## config.mk

```make
export PLATFORM = sky130hd
export DESIGN_NAME = vt_console
export DESIGN_NICKNAME = d
export VERILOG_FILES = /design/src/rtl/vt_console.sv
export SDC_FILE = /design/constraint.sdc
export NUM_CORES = 1
export LEC_CHECK = 0
export BUFFER_PORTS_ARGS = -buffer_cell sky130_fd_sc_hd__buf_2
export CORE_AREA = 2 2 97 99
export CTS_BUF_LIST = sky130_fd_sc_hd__clkbuf_4 sky130_fd_sc_hd__clkbuf_8
export CTS_CLUSTER_DIAMETER = 100
export CTS_CLUSTER_SIZE = 28
export DETAILED_ROUTE_END_ITERATION = 10
export DIE_AREA = 0 0 99 101
export GPL_TIMING_DRIVEN = 0
export PLACE_DENSITY_LB_ADDON = 0.1
export SYNTH_ARGS = -nofsm -noshare
export SYNTH_HDL_FRONTEND = slang
export SYNTH_SLANG_ARGS = --single-unit
```

## constraint.sdc

```tcl
create_clock -name clk -period 2.7 [get_ports clk]
set_clock_uncertainty 0.1 [all_clocks]
set_input_delay 0.54 -clock clk [delete_from_list [all_inputs] [get_ports clk]]
set_output_delay 0.54 -clock clk [all_outputs]
set_load 0.1 [all_outputs]
```

## src/rtl/vt_console.sv

```systemverilog
// Text-terminal write engine: interprets host bytes, clears VRAM on init/scroll, tracks cursor and scroll origin.
// Printable bytes pass straight through to VRAM (0 latency, host stalls on vram_ready); control bytes take 1 cycle; host is held off while clearing.
module vt_console #(
    parameter int         ROW_BITS  = 5,
    parameter int         COL_BITS  = 7,
    parameter int         ROWS      = 30,
    parameter int         COLS      = 100,
    parameter int         TAB_WIDTH = 8,
    parameter logic [7:0] FILL_BYTE = 8'h20
) (
    input  logic                clk,
    input  logic                reset_low,
    output logic                host_ready,
    input  logic                host_valid,
    input  logic [7:0]          host_byte,
    input  logic                vram_ready,
    output logic                vram_valid,
    output logic [ROW_BITS-1:0] vram_row,
    output logic [COL_BITS-1:0] vram_col,
    output logic [7:0]          vram_byte,
    output logic [ROW_BITS-1:0] top_row,
    output logic [ROW_BITS-1:0] cursor_row,
    output logic [COL_BITS-1:0] cursor_col
);

    localparam logic [COL_BITS-1:0] LAST_COL = COL_BITS'(COLS - 1);
    localparam logic [ROW_BITS-1:0] LAST_ROW = '1;
    localparam logic [ROW_BITS-1:0] BOT_RST  = ROW_BITS'(ROWS - 1);
    localparam logic [COL_BITS-1:0] TAB_MASK = COL_BITS'(TAB_WIDTH - 1);

    typedef enum logic [1:0] {ST_INIT, ST_IDLE, ST_SCROLL} state_t;

    state_t              state_q, state_d;
    logic [ROW_BITS-1:0] top_q, top_d;
    logic [ROW_BITS-1:0] bottom_q, bottom_d;
    logic [ROW_BITS-1:0] cur_row_q, cur_row_d;
    logic [COL_BITS-1:0] cur_col_q, cur_col_d;
    logic [ROW_BITS-1:0] clr_row_q, clr_row_d;
    logic [COL_BITS-1:0] clr_col_q, clr_col_d;

    logic                host_ready_c;
    logic                vram_valid_c;
    logic                printable;
    logic                do_nl;
    logic [COL_BITS:0]   tab_next;

    assign printable = (host_byte >= 8'h20) && (host_byte <= 8'h7E);
    // Next tab stop strictly above the cursor; one extra bit so the clamp sees overflow.
    assign tab_next  = {1'b0, cur_col_q | TAB_MASK} + (COL_BITS+1)'(1);

    always_comb begin
        state_d      = state_q;
        top_d        = top_q;
        bottom_d     = bottom_q;
        cur_row_d    = cur_row_q;
        cur_col_d    = cur_col_q;
        clr_row_d    = clr_row_q;
        clr_col_d    = clr_col_q;
        host_ready_c = 1'b0;
        vram_valid_c = 1'b0;
        vram_row     = clr_row_q;
        vram_col     = clr_col_q;
        vram_byte    = FILL_BYTE;
        do_nl        = 1'b0;

        case (state_q)
            ST_INIT: begin
                vram_valid_c = 1'b1;
                if (vram_ready) begin
                    if (clr_col_q == LAST_COL) begin
                        clr_col_d = '0;
                        clr_row_d = clr_row_q + ROW_BITS'(1);
                        if (clr_row_q == LAST_ROW)
                            state_d = ST_IDLE;
                    end else begin
                        clr_col_d = clr_col_q + COL_BITS'(1);
                    end
                end
            end
            ST_SCROLL: begin
                vram_valid_c = 1'b1;
                if (vram_ready) begin
                    if (clr_col_q == LAST_COL) begin
                        clr_col_d = '0;
                        state_d   = ST_IDLE;
                    end else begin
                        clr_col_d = clr_col_q + COL_BITS'(1);
                    end
                end
            end
            default: begin
                if (printable) begin
                    vram_valid_c = host_valid;
                    vram_row     = cur_row_q;
                    vram_col     = cur_col_q;
                    vram_byte    = host_byte;
                    host_ready_c = vram_ready;
                    if (host_valid && vram_ready) begin
                        if (cur_col_q < LAST_COL) begin
                            cur_col_d = cur_col_q + COL_BITS'(1);
                        end else begin
                            cur_col_d = '0;
                            do_nl     = 1'b1;
                        end
                    end
                end else begin
                    host_ready_c = 1'b1;
                    if (host_valid) begin
                        case (host_byte)
                            8'h0A: do_nl = 1'b1;
                            8'h0D: cur_col_d = '0;
                            8'h08: if (cur_col_q != '0) cur_col_d = cur_col_q - COL_BITS'(1);
                            8'h09: cur_col_d = (tab_next > {1'b0, LAST_COL}) ? LAST_COL
                                                                             : tab_next[COL_BITS-1:0];
                            default: ;
                        endcase
                    end
                end
            end
        endcase

        // A newline off the bottom visible row scrolls and blanks the newly exposed row.
        if (do_nl) begin
            cur_row_d = cur_row_q + ROW_BITS'(1);
            if (cur_row_q == bottom_q) begin
                top_d     = top_q + ROW_BITS'(1);
                bottom_d  = bottom_q + ROW_BITS'(1);
                clr_row_d = cur_row_q + ROW_BITS'(1);
                clr_col_d = '0;
                state_d   = ST_SCROLL;
            end
        end
    end

    always_ff @(posedge clk or negedge reset_low) begin
        if (!reset_low) begin
            state_q   <= ST_INIT;
            top_q     <= '0;
            bottom_q  <= BOT_RST;
            cur_row_q <= '0;
            cur_col_q <= '0;
            clr_row_q <= '0;
            clr_col_q <= '0;
        end else begin
            state_q   <= state_d;
            top_q     <= top_d;
            bottom_q  <= bottom_d;
            cur_row_q <= cur_row_d;
            cur_col_q <= cur_col_d;
            clr_row_q <= clr_row_d;
            clr_col_q <= clr_col_d;
        end
    end

    assign host_ready = host_ready_c & reset_low;
    assign vram_valid = vram_valid_c & reset_low;
    assign top_row    = top_q;
    assign cursor_row = cur_row_q;
    assign cursor_col = cur_col_q;

endmodule
```

==> results of run 1 <==
[worst paths after layout]
| path | start | to | slack, ns | cells after the start |
|---|---|---|---|---|
| max in group asynchronous | reset_low | bottom_q[0] | 2.00 | 1 |
| worst min-delay path | reset_low | cursor_col[1] | 0.11 | 1 |
| worst max-delay path | host_byte[0] | vram_col[4] | 0.08 | 7 |
| worst min register to register | top_row[4] | top_row[4] | 0.37 | 1 |
| worst max register to register | cursor_col[3] | top_row[1] | 0.11 | 9 |
| min in group clk | top_row[4] | top_row[4] | 0.37 | 1 |
[repair_timing]
| action | in CTS | in global routing |
|---|---|---|
| pin swaps | 1 | 0 |
| buffers inserted | 1 | 0 |
| endpoints found under the setup margin | 39 | 36 |
| resized for setup | 29 | 16 |
[worst max-delay path, stage by stage]
cell	delay (ns)
clkbuf_2	0.17
and4_2	0.25
a21oi_4	0.25
nand2_4	0.15
clkbuf_8	0.21
o21ai_4	0.15
buf_6	0.24
[layout make-up]
type	instances	area (um2)	share of cell area, %
clock inverters	1	7.507	0.2183
multi-input cells	237	1784	51.87
flip-flops and latches	36	918.4	26.70
well taps	111	138.9	4.038
inverters	10	43.79	1.273
plain buffers	16	117.6	3.419
repair buffers	49	339.1	9.858
clock buffers	7	90.09	2.619
[cell families (layout without fill, tap and decap cells)]
family | count (synthesis) | count (layout) | synth area share (%)
mux | 12 | 12 | 4.793
other cells | 1 | 1 | 0.1422
flops | 36 | 36 | 34.36
compound gates | 49 | 49 | 13.95
xor+xnor | 28 | 28 | 9.587
fa+ha+maj | 12 | 12 | 5.695
buf+inv | 27 | 83 | 4.936
simple gates | 135 | 135 | 26.53
[stage by stage]
| step | setup WS, ns | hold WS [ns] | area, um2 | total power, mW | setup TNS [ns] |
|---|---|---|---|---|---|
| detailed placement | -0.4067 | 0.3606 | 3194 | 1.190 | -6.966 |
| finish | 0.07993 | 0.1073 | 3440 | 1.659 | 0 |
| global placement | -0.4221 | 0.3578 | 3194 | 1.187 | -6.858 |
| floorplan | -0.02986 | 0.1444 | 2815 | 1.087 | -0.03708 |
| CTS | -0.04190 | 0.1404 | 3376 | 1.669 | -0.04190 |
| global route | 0.001476 | 0.1525 | 3440 | 1.745 | 0 |
[layout by cell type (no fill, tap or decap), types with 3 or more instances in the layout]
master,n
nand2_1,41
buf_2,30
dfrtp_1,26
xnor2_1,18
nor2_1,13
ha_1,11
buf_4,11
buf_6,11
nand3_1,10
nand4_1,10
xor2_1,9
clkbuf_8,8
inv_1,8
a21oi_1,8
nor3_1,8
nand2_2,7
mux2i_1,7
clkbuf_1,6
nand2b_1,6
o21ai_4,5
and3_2,5
and2_1,5
nor2b_1,4
a31oi_1,4
dfstp_2,4
dfrtp_2,4
and3_1,3
clkbuf_4,3
a21o_1,3
mux2_4,3
or3_1,3
nor4_1,3
[flip-flops by register name, indices dropped and copies added, names as in the netlist]
register and flops:
top_row 5, clr_col_q 7, clr_row_q 5, cursor_row 5, cursor_col 7, bottom_q 5, state_q 2
[power breakdown]
group	switching [mW]	internal [mW]
clock	0.212	0.218
combinational	0.434	0.164
sequential	0.0550	0.577
[per-layer routing]
| metal | track usage [%] | wire length, um | part of all wire [%] |
|---|---|---|---|
| met1 | 22.04 | 3674 | 51 |
| met4 | 3.161 | 51 | 0.71 |
| met5 | 0 | 0 | 0 |
| met2 | 22.66 | 3201 | 45 |
| met3 | 2.497 | 245 | 3.4 |
==> key figures, run 1 <==
Logic synthesis
  • #FFs+latches synth: 36
  • Most used flip-flop cell after synthesis: dfrtp_1
  • Warnings from Yosys: 0
  • Largest area contributor in the netlist: dfrtp_1
  • Ys async rst share: 100.0%
  • Average size of a mapped cell: 8.788 um2
  • Syn Nets: 324
  • Synth top area cells: dfrtp_1, nand2_1, xnor2_1, ha_1, dfstp_2
  • Mapped Cells: 300
  • Synth top area share: 30.37%
  • Register area share after synthesis: 34.36%
  • Synth top cells by count: nand2_1, dfrtp_1, xnor2_1, nor2_1
  • Most common cell in the netlist: nand2_1
  • Post-synth EDFFs: 0
  • Mapped Area: 2636 um2
  • Synth unique cells: 58

Placement
  • PortBufs: 48
  • RePlAce Congestion: 0.7975
  • Post-Place Cells: 459
  • Final HPWL DP: 5422 um

Cells and area
  • Layout area overhead: 30.47%
  • Ant diodes: 0
  • Cell Count, Final, Fillers Out: 467
  • Share of post-route cells with drive strength above 1: 33.99%
  • FILL cells: 920
  • Post-layout util: 38.31%
  • Final nets: 379

Clock network
  • # hold bufs at CTS: 0
  • Clock tree sinks: 36
  • Worst-Skew Late Latency: 0.29 ns
  • CTS clk-pin slew, worst paths: 0.07 ns
  • Total CTS buffers: 5
  • CTS tree: yes
  • Root Buffer: clkbuf_8
  • Longest Clk Path Bufs: 2
  • H-tree levels: 2

Floorplanning
  • Starting density of the core: 29.37%
  • Chip width: 99 um
  • I/O Pins: 51
  • Core box area: 8977 um2
  • # rows: 35
  • Die area: 9999 um2
  • Die H: 101 um

Worst hold path
  • Hold WC Path Type: input port to asynchronous set/reset pin

Detailed routing
  • Detailed Routing Iterations Pass 1: 4
  • Post-route ant nets: 0
  • Vias: 2,361
  • Post-DR wirelength/cell: 15.36 um
  • Total wire length: 7172 um
  • Via density per instance: 5.056
  • DRC viols: 0
  • Initial drt markers: 69

STA
  • Hold Vio Cnt, Final: 0
  • Final Slew Violations: 0
  • Final setup fails: 0
  • Max Clock Freq: 0.3817 GHz
  • Unrepaired setup endpoints after global routing: false
  • Post-route minimum period: 2.620 ns
  • Slew headroom: 48.95%
  • Worst slew pin tran: 0.7600 ns
  • Fin crit share: 97.04%

GRT
  • Global route overflow: 0
  • Pin count of the biggest net entering global routing: 39
  • Vias in the first global route: 2,297
  • Gr usage total: 14.85%
  • First-pass GRT wire length: 11,870 um
  • Initial antenna violation count: 0

Outcome
  • Status: finished clean

Run
  • # Max-Cap Violations: 0

Pwr
  • Worst vdd ir: 0.3598 mV
  • Pwr Density: 482.4 nW/um2
  • Lkg Pwr: 1.532 nW

Setup path
  • Worst-path fanout max: 10
  • Crit path launch type: input port
  • Crit path kind: input port to output pin
  • Critical path endpoint category: output pin
  • CP arrival: 1.98 ns
  • Worst EP required: 2.06 ns
Note: power is estimated with default switching activity, not from simulation.
==> inputs of run 2 (changes only) <==
Settings changed: MAX_ROUTING_LAYER set to met4.
==> run 2 against run 1 <==
Net effect: fmax about the same; count of clock-buffer cells in the layout unchanged; first-iteration DRC count up 1.4%; utilization unchanged; largest cell class unchanged; wire length down 0.29%; critical path type unchanged; global-route usage up 0.44 points; cell count unchanged; critical endpoint unchanged.
==> key figures, run 2 (synthesis results as in run 1) <==
Outcome
  • Status: finished clean (unchanged)

Clock network
  • Worst-Skew Late Latency: 0.29 ns (about the same)
  • H-tree levels: 2 (unchanged)
  • Longest Clk Path Bufs: 2 (unchanged)
  • Root Buffer: clkbuf_8 (unchanged)
  • CTS tree: yes (unchanged)
  • # hold bufs at CTS: 0 (unchanged)
  • Clock tree sinks: 36 (unchanged)
  • CTS clk-pin slew, worst paths: 0.07 ns (about the same)
  • Total CTS buffers: 5 (unchanged)

Pwr
  • Register share of total power: 38.1% (about the same)
  • Lkg Pwr: 1.532 nW (unchanged)
  • Sw Ratio: 42.17% (was 42.22%)
  • Pwr Density: 482.0 nW/um2 (was 482.4 nW/um2)
  • Comb power frac: 36.0% (about the same)
  • Switch Pwr: 699.0 uW (was 700.5 uW)
  • P_int: 958.8 uW (about the same)
  • Worst vdd ir: 0.3598 mV (about the same)
  • Clock power share: 25.8% (was 25.9%)

Cells and area
  • Multi-input logic area: 1784 um2 (unchanged)
  • Sequential standard cell area: 918.4 um2 (unchanged)
  • Final nets: 379 (unchanged)
  • FILL cells: 920 (unchanged)
  • Commonest cells after routing, fill and taps aside: nand2_1, buf_2, dfrtp_1 (unchanged)
  • Cell Count, Final, Fillers Out: 467 (unchanged)
  • Commonest non-fill, non-tap cell in the layout: nand2_1 (unchanged)
  • Layout area overhead: 30.47% (unchanged)
  • Share of post-route cells with drive strength above 1: 33.99% (unchanged)
  • Ant diodes: 0 (unchanged)

Setup path
  • Crit path launch type: input port (unchanged)
  • R2r setup slk: 0.11 ns (about the same)
  • Worst reg2reg path depth: 9 (unchanged)
  • Worst-path fanout max: 10 (unchanged)
  • CP endpoint: vram_col[4] (unchanged)
  • Crit path launch: host_byte[0] (unchanged)
  • Critical path endpoint category: output pin (unchanged)
  • R2r endpoint: top_row[1] (unchanged)
  • CP arrival: 1.98 ns (about the same)
  • Crit path kind: input port to output pin (unchanged)
  • Worst EP required: 2.06 ns (about the same)
  • R2R Path Start: cursor_col[3] (unchanged)

Run
  • # Max-Cap Violations: 0 (unchanged)

GRT
  • First-pass GRT wire length: 11,870 um (unchanged)
  • Initial antenna violation count: 0 (unchanged)
  • Global route overflow: 0 (unchanged)
  • Pin count of the biggest net entering global routing: 39 (unchanged)
  • Gr usage total: 15.29% (was 14.85%)
  • Vias in the first global route: 2,290 (was 2,297)

STA
  • Final setup fails: 0 (unchanged)
  • Fin crit share: 96.98% (was 97.04%)
  • Max Clock Freq: 0.3819 GHz (was 0.3817 GHz)
  • Setup tns final: 0 ns (unchanged)
  • Worst slew pin tran: 0.7455 ns (was 0.7600 ns)
  • Post-route minimum period: 2.619 ns (was 2.620 ns)
  • Slew headroom: 49.92% (was 48.95%)
  • Unrepaired setup endpoints after global routing: false (unchanged)
  • Hold Vio Cnt, Final: 0 (unchanged)
  • Final Slew Violations: 0 (unchanged)

Placement
  • Final HPWL DP: 5422 um (unchanged)
  • Post-Place Cells: 459 (unchanged)
  • RePlAce Congestion: 0.8089 (was 0.7975)
  • PortBufs: 48 (unchanged)

Detailed routing
  • Detailed Routing Iterations Pass 1: 4 (unchanged)
  • Total wire length: 7151 um (was 7172 um)
  • Vias: 2,362 (was 2,361)
  • Post-DR wirelength/cell: 15.31 um (was 15.36 um)
  • Initial drt markers: 70 (was 69)
  • Via density per instance: 5.058 (was 5.056)
  • Post-route ant nets: 0 (unchanged)
  • DRC viols: 0 (unchanged)

Floorplanning
  • Chip width: 99 um (unchanged)
  • Core box area: 8977 um2 (unchanged)
  • Die area: 9999 um2 (unchanged)
  • # rows: 35 (unchanged)
  • I/O Pins: 51 (unchanged)
  • Starting density of the core: 29.37% (unchanged)
  • Die H: 101 um (unchanged)

Worst hold path
  • Hold WC Path Type: input port to asynchronous set/reset pin (unchanged)
==> run 2: area by class of cell <==
cell class                      instances  share of cell area [%]
Timing Repair Buffer                   49                   9.858
Clock buffer                            7                   2.619
Multi-Input combinational cell        237                   51.87
Buffer                                 16                   3.419
Sequential cell                        36                   26.70
Tap cell                              111                   4.038
Inverter                               10                   1.273
Clock inverter                          1                  0.2183
==> run 2: stage by stage <==
| step | area (um2) | hold WS, ns | power [mW] | setup WS, ns | util (%) |
|---|---|---|---|---|---|
| after floorplan | 2815 | 0.1444 | 1.087 | -0.02986 | - |
| after global placement | 3194 | 0.3578 | 1.187 | -0.4221 | 35.58 |
| after detailed placement | 3194 | 0.3606 | 1.190 | -0.4067 | 35.58 |
| after CTS | 3376 | 0.1404 | 1.669 | -0.04190 | 37.60 |
| after global routing | 3440 | 0.1525 | 1.745 | 0.001476 | 38.31 |
| final | 3440 | 0.1085 | 1.658 | 0.08144 | 38.31 |
==> run 2: repair_timing <==
action,CTS,global route
endpoints found under the setup margin,39,36
gates resized for setup,29,16
setup buffers,1,0
pin swaps,1,0
==> run 2: how the worst min path moves through the flow <==
| stage | from | to | slack, ns | cells after the start |
|---|---|---|---|---|
| 2_1_floorplan | reset_low | bottom_q[1] | 0.14 | 0 |
| 3_3_place_gp | top_row[4] | top_row[4] | 0.36 | 1 |
| 3_5_place_dp | top_row[4] | top_row[4] | 0.36 | 1 |
| 4_1_cts | reset_low | cursor_col[3] | 0.14 | 1 |
| 5_1_grt | reset_low | cursor_col[3] | 0.15 | 1 |
| 6_report | reset_low | cursor_col[1] | 0.11 | 1 |
==> run 2: routing by layer <==
metal	part of all wire [%]	GRT usage, %
met5	0	-
met4	0.84	3.161
met3	2.7	2.358
met2	45	22.66
met1	52	22.12
==> run 2: power by group through the flow <==
stage	Sequential [mW]	Combinational (mW)	Clock (mW)
floorplan	0.625	0.462	0
global placement	0.642	0.545	0
detailed placement	0.643	0.546	0
CTS	0.632	0.587	0.449
global route	0.640	0.632	0.472
finish	0.632	0.598	0.428
==> run 2: worst max-delay path: stages <==
cell,delay [ns]
clkbuf_2,0.17
and4_2,0.25
a21oi_4,0.25
nand2_4,0.15
clkbuf_8,0.21
o21ai_4,0.15
buf_6,0.24
